`config.mk`:
```
export PLATFORM = sky130hd
export DESIGN_NAME = bcd_serial_adder
export DESIGN_NICKNAME = d
export VERILOG_FILES = /design/src/rtl/bcd_serial_adder.sv
export SDC_FILE = /design/constraint.sdc
export NUM_CORES = 1
export LEC_CHECK = 0
export BUFFER_PORTS_ARGS = -buffer_cell sky130_fd_sc_hd__buf_2
export CAP_MARGIN = 20
export CORE_MARGIN = 5
export CORE_UTILIZATION = 50
export CTS_CLUSTER_SIZE = 28
export DETAILED_ROUTE_END_ITERATION = 12
export GPL_TIMING_DRIVEN = 0
export MAX_ROUTING_LAYER = met4
export PLACE_DENSITY = 0.82
export SKIP_LAST_GASP = 1
export SYNTH_ARGS = -nofsm -noshare
export SYNTH_HDL_FRONTEND = slang
export SYNTH_SLANG_ARGS = --single-unit
```
`constraint.sdc`:
```
create_clock -name Clock -period 8.11 [get_ports Clock]
set_clock_uncertainty 0.1 [all_clocks]
set_input_delay 0.4055 -clock Clock [delete_from_list [all_inputs] [get_ports Clock]]
set_output_delay 0.4055 -clock Clock [all_outputs]
set_load 0.01 [all_outputs]
```
`src/rtl/bcd_serial_adder.sv`:
```
`default_nettype none
// ============================================================================
//  Module   : bcd_serial_adder
//  Purpose  : Digit-serial packed-BCD adder/subtractor with one decimal digit
//             processed per clock, least-significant digit first. It has a
//             Start/Busy/Done handshake, registered result flags and
//             seven-segment display drivers.
//  Revision : 1.0  initial release
// ----------------------------------------------------------------------------
//  Parameters
//    DIGITS : number of BCD digits per operand (>= 1)
//  Ports
//    Clock  in   1             system clock, rising edge
//    Resetn in   1             synchronous active-low reset
//    Start  in   1             operation request, sampled only in IDLE
//    Mode   in   1             0 = add, 1 = subtract (A - B)
//    Cin    in   1             carry-in for add, ignored for subtract
//    A      in   4*DIGITS      operand A, packed BCD, digit 0 in [3:0]
//    B      in   4*DIGITS      operand B, packed BCD
//    Busy   out  1             operation in progress (RUN or DONE)
//    Done   out  1             one-cycle pulse when the result updates
//    Sum    out  4*DIGITS      packed BCD result
//    Cout   out  1             add: carry out; subtract: 1 = no borrow
//    Err    out  1             an operand digit > 9 was seen
//    HEX    out  7*(DIGITS+1)  segments a..g (bit 0 = a), active-high;
//                              the top display shows Cout
// ============================================================================
module bcd_serial_adder #(
  parameter int DIGITS = 4
) (
  input  logic                    Clock,
  input  logic                    Resetn,
  input  logic                    Start,
  input  logic                    Mode,
  input  logic                    Cin,
  input  logic [4*DIGITS-1:0]     A,
  input  logic [4*DIGITS-1:0]     B,
  output logic                    Busy,
  output logic                    Done,
  output logic [4*DIGITS-1:0]     Sum,
  output logic                    Cout,
  output logic                    Err,
  output logic [7*(DIGITS+1)-1:0] HEX
);

  localparam int IDXW = (DIGITS > 1) ? $clog2(DIGITS) : 1;
  localparam logic [IDXW-1:0] LAST_IDX = IDXW'(DIGITS - 1);

  localparam logic [1:0] S_IDLE = 2'd0;
  localparam logic [1:0] S_RUN  = 2'd1;
  localparam logic [1:0] S_DONE = 2'd2;

  logic [1:0]          state;
  logic [1:0]          state_next;

  logic [4*DIGITS-1:0] a_reg;
  logic [4*DIGITS-1:0] b_reg;
  logic [4*DIGITS-1:0] sum_acc;
  logic                mode_reg;
  logic                carry;
  logic                err_acc;
  logic [IDXW-1:0]     idx;

  logic [3:0]          a_dig;
  logic [3:0]          b_dig;
  logic [3:0]          b_eff;
  logic [4:0]          t_raw;
  logic [3:0]          s_dig;
  logic                c_next;
  logic                dig_bad;

  // --------------------------------------------------------------------------
  // FSM: state register
  // --------------------------------------------------------------------------
  always_ff @(posedge Clock) begin
    if (!Resetn) begin
      state <= S_IDLE;
    end else begin
      state <= state_next;
    end
  end

  // --------------------------------------------------------------------------
  // FSM: next-state logic
  // --------------------------------------------------------------------------
  always_comb begin
    state_next = state;
    case (state)
      S_IDLE:  if (Start) state_next = S_RUN;
      S_RUN:   if (idx == LAST_IDX) state_next = S_DONE;
      S_DONE:  state_next = S_IDLE;
      default: state_next = S_IDLE;
    endcase
  end

  // --------------------------------------------------------------------------
  // FSM: outputs
  // --------------------------------------------------------------------------
  always_comb begin
    Busy = (state == S_RUN) || (state == S_DONE);
  end

  // --------------------------------------------------------------------------
  // Single-digit BCD arithmetic on the digit selected by idx.
  // Subtraction uses the 9's complement of B plus an initial carry of 1,
  // which yields the 10's complement difference.
  // --------------------------------------------------------------------------
  always_comb begin
    a_dig   = a_reg[idx*4 +: 4];
    b_dig   = b_reg[idx*4 +: 4];
    b_eff   = mode_reg ? (4'd9 - b_dig) : b_dig;
    t_raw   = {1'b0, a_dig} + {1'b0, b_eff} + {4'b0000, carry};
    dig_bad = (a_dig > 4'd9) || (b_dig > 4'd9);
    if (t_raw > 5'd9) begin
      s_dig  = t_raw[3:0] + 4'd6;   // decimal adjust, mod 16
      c_next = 1'b1;
    end else begin
      s_dig  = t_raw[3:0];
      c_next = 1'b0;
    end
  end

  // --------------------------------------------------------------------------
  // Datapath and result registers. Sum/Cout/Err only move in DONE so the
  // displays stay steady while the next operation ripples through.
  // --------------------------------------------------------------------------
  always_ff @(posedge Clock) begin
    if (!Resetn) begin
      a_reg    <= '0;
      b_reg    <= '0;
      sum_acc  <= '0;
      mode_reg <= 1'b0;
      carry    <= 1'b0;
      err_acc  <= 1'b0;
      idx      <= '0;
      Done     <= 1'b0;
      Sum      <= '0;
      Cout     <= 1'b0;
      Err      <= 1'b0;
    end else begin
      Done <= 1'b0;
      case (state)
        S_IDLE: begin
          if (Start) begin
            a_reg    <= A;
            b_reg    <= B;
            mode_reg <= Mode;
            carry    <= Mode ? 1'b1 : Cin;
            err_acc  <= 1'b0;
            idx      <= '0;
          end
        end
        S_RUN: begin
          sum_acc[idx*4 +: 4] <= s_dig;
          carry               <= c_next;
          err_acc             <= err_acc | dig_bad;
          idx                 <= idx + 1'b1;
        end
        S_DONE: begin
          Sum  <= sum_acc;
          Cout <= carry;
          Err  <= err_acc;
          Done <= 1'b1;
        end
        default: ;
      endcase
    end
  end

  // --------------------------------------------------------------------------
  // Seven-segment decode; codes 10..15 are blanked.
  // --------------------------------------------------------------------------
  function automatic logic [6:0] seg7(input logic [3:0] d);
    case (d)
      4'd0:    seg7 = 7'h3F;
      4'd1:    seg7 = 7'h06;
      4'd2:    seg7 = 7'h5B;
      4'd3:    seg7 = 7'h4F;
      4'd4:    seg7 = 7'h66;
      4'd5:    seg7 = 7'h6D;
      4'd6:    seg7 = 7'h7D;
      4'd7:    seg7 = 7'h07;
      4'd8:    seg7 = 7'h7F;
      4'd9:    seg7 = 7'h6F;
      default: seg7 = 7'h00;
    endcase
  endfunction

  for (genvar k = 0; k < DIGITS; k++) begin : g_hex
    assign HEX[7*k +: 7] = seg7(Sum[4*k +: 4]);
  end

  assign HEX[7*DIGITS +: 7] = Cout ? 7'h06 : 7'h3F;

endmodule
`default_nettype wire

```
==> reports/metrics.cfg <==
[outcome]
status = completed

[timing]
hold_violations = 0
holdWs_ns = 0.160
fin_ws_ns = 3.99
relSlewSlack_pct = 61.5
final-setup-viol-count = 0
grt_setup_unrepaired = no
setup_tns_ns = 0
fmax_mhz = 243
fin_crit_ns = 4.12
fin_crit_sh_pct = 50.8
worstMarginPinSlew_ns = 0.578
slew_viol_final = 0

[setup_path]
setup.worst_path.start = idx[1]
crit_fanout = 10
start_kind = flop
reg2reg_from = idx[1]
crit_end = sum_acc[2]
rrSetupSlack_ns = 3.99
crit_path_end_kind = flop
critPathArrivalTime_ns = 4.30
rr_worst_depth = 13
r2r_end = sum_acc[2]
critPathRequiredTime_ns = 8.28
path_class = flop to flop

[floorplanning]
coreArea_mm2 = 0.00933
initial_core_util_pct = 51.6
die_w_um = 108
rows = 35
num_io_pins = 92
fp.dieH_um = 108
dieArea_mm2 = 0.0117

[cells_and_area]
n_fill_cell = 839
drive_gt1_share_pct = 21.9
final_net_count = 724
stdcell_count = 781
largest_reg_flops = 28
area_growth_pct = 16.4
diodes = 0
layout_commonest_cell = dfxtp_1
final_cell_mix = 102 x dfxtp_1, 92 x nand2_1, 89 x buf_2

[power_and_ir_drop]
power_density_mw_per_mm2 = 174
max-vdd-ir-drop_mv = 0.0954
p_total_uw = 972
p_leak_nw = 2.39

[yosys]
synth_area_leader_cell = dfxtp_1
postSynthCellCount = 547
ys_async_sr_fraction_pct = 0
ys_warn_count = 0
synth_edf_count = 0
ys_seq_elements = 102
ys_types = 48
synth_top_area_share_pct = 42.4
syn-cell-area_mm2 = 0.00481
syn_area_per_cell_um2 = 8.80
ys_seq_area_share_pct = 42.4
synth_ff_type = dfxtp_1
synthTopCellsByArea = dfxtp_1 42%, ha_1 9.9%, nand2_1 7.2%

[place]
port_buffers = 88
pre_cts_ws_ns = 4.04
hpwl_um = 8460
place_congestion = 0.937
dp_cells = 765

[hold_path]
holdCritPathClass = input pin to flop

[cts]
post-cts-setup-buffer-count = 0
clock_latency_ns = 0.37
path_clk_slew_ns = 0.10
cts_tree = built
cts_sinks = 102
cts_htree_levels = 3
cts_buffers = 9
cts_resized = 0
root_buffer = clkbuf_8
cts_buffer_depth = 2
postCtsHoldBufs = 0

[detailed_routing]
first_pass_iters = 5
wire_per_inst_um = 13.9
wl_um = 10900
drc_errors = 0
ant_nets = 0
vias = 4137
drt_iter0_drc = 253
vias_per_cell = 5.30

[run]
max_cap_violations = 0

[global_routing]
grt_pass1_wl_um = 17900
antenna_found_initial = 0
grt_pass1_vias = 4005
track_usage_pct = 19.5
grt_max_degree = 18
globalRouteOverflowTotal = 0

[per-layer routing]
layer	routed length, um	global-route usage, %	vias to the layer above
met5	0	-	-
met4	206	6.58	0
met3	624	4.18	23
met2	5410	33.5	143
met1	4640	22.7	1913
li1	-	-	2058
[worst max-delay path, cell delays in order, from the launching register on]
cell and delay, ns:
dfxtp_1 0.36, buf_2 0.30, mux4_2 0.56, xnor2_1 0.15, fa_1 0.39, inv_1 0.08, fa_1 0.41, clkbuf_8 0.17
inv_1 0.13, ha_1 0.26, a22oi_1 0.14, a31oi_1 0.27, mux2_2 0.43, o31ai_1 0.26
[through the flow]
stage                     area (um2)  utilization (%)
after floorplan                 4820                -
after global placement          5420             58.1
after detailed placement        5420             58.1
after CTS                       5600             60.0
after global routing            5600             60.0
final                           5600             60.0
[cell type report]
cell class                 instances  area, um2  share of cell area [%]
buffer                            28        150                    2.68
clock buffer                      11        141                    2.52
tap                              129        161                    2.88
timing repair buffer              88        440                    7.86
sequential                       102       2040                    36.5
multi-input combinational        386       2500                    44.7
clock inverter                     5       41.3                   0.737
inverter                          32        120                    2.14
[power breakdown]
part / internal (mW) / switching (mW)
sequential: 0.515 / 0.00890
clock: 0.123 / 0.174
combinational: 0.0590 / 0.0918
[cells by family after synthesis]
| group | count (synthesis) | share of synthesized area, % |
|---|---|---|
| AO/OA/AOI/OAI | 128 | 15.3 |
| other | 2 | 0.156 |
| XOR/XNOR | 3 | 0.546 |
| multiplexers | 30 | 8.66 |
| AND/OR/NAND/NOR | 182 | 16.5 |
| buffers and inverters | 60 | 5.62 |
| adder cells (fa/ha/maj) | 40 | 10.7 |
| flip-flops | 102 | 42.4 |
[worst min-delay path by stage]
stage / from / end / cells after the start
finish: B[9] / b_reg[9] / 3
global route: B[4] / b_reg[4] / 3
CTS: B[9] / b_reg[9] / 3
detailed placement: b_reg[0] / b_reg[0] / 2
global placement: b_reg[2] / b_reg[2] / 2
floorplan: a_reg[10] / a_reg[10] / 2
[cell usage after synthesis, types with 9 or more instances]
master / instances
buf_4: 9
dfxtp_1: 102
nor3_1: 10
and2_1: 11
inv_1: 31
nand3_1: 10
nor2_1: 42
mux2i_1: 9
clkbuf_1: 17
o21ai_0: 22
a21oi_1: 66
ha_1: 38
mux2_2: 13
nand2_1: 92
(Power assumes the default switching activity.)
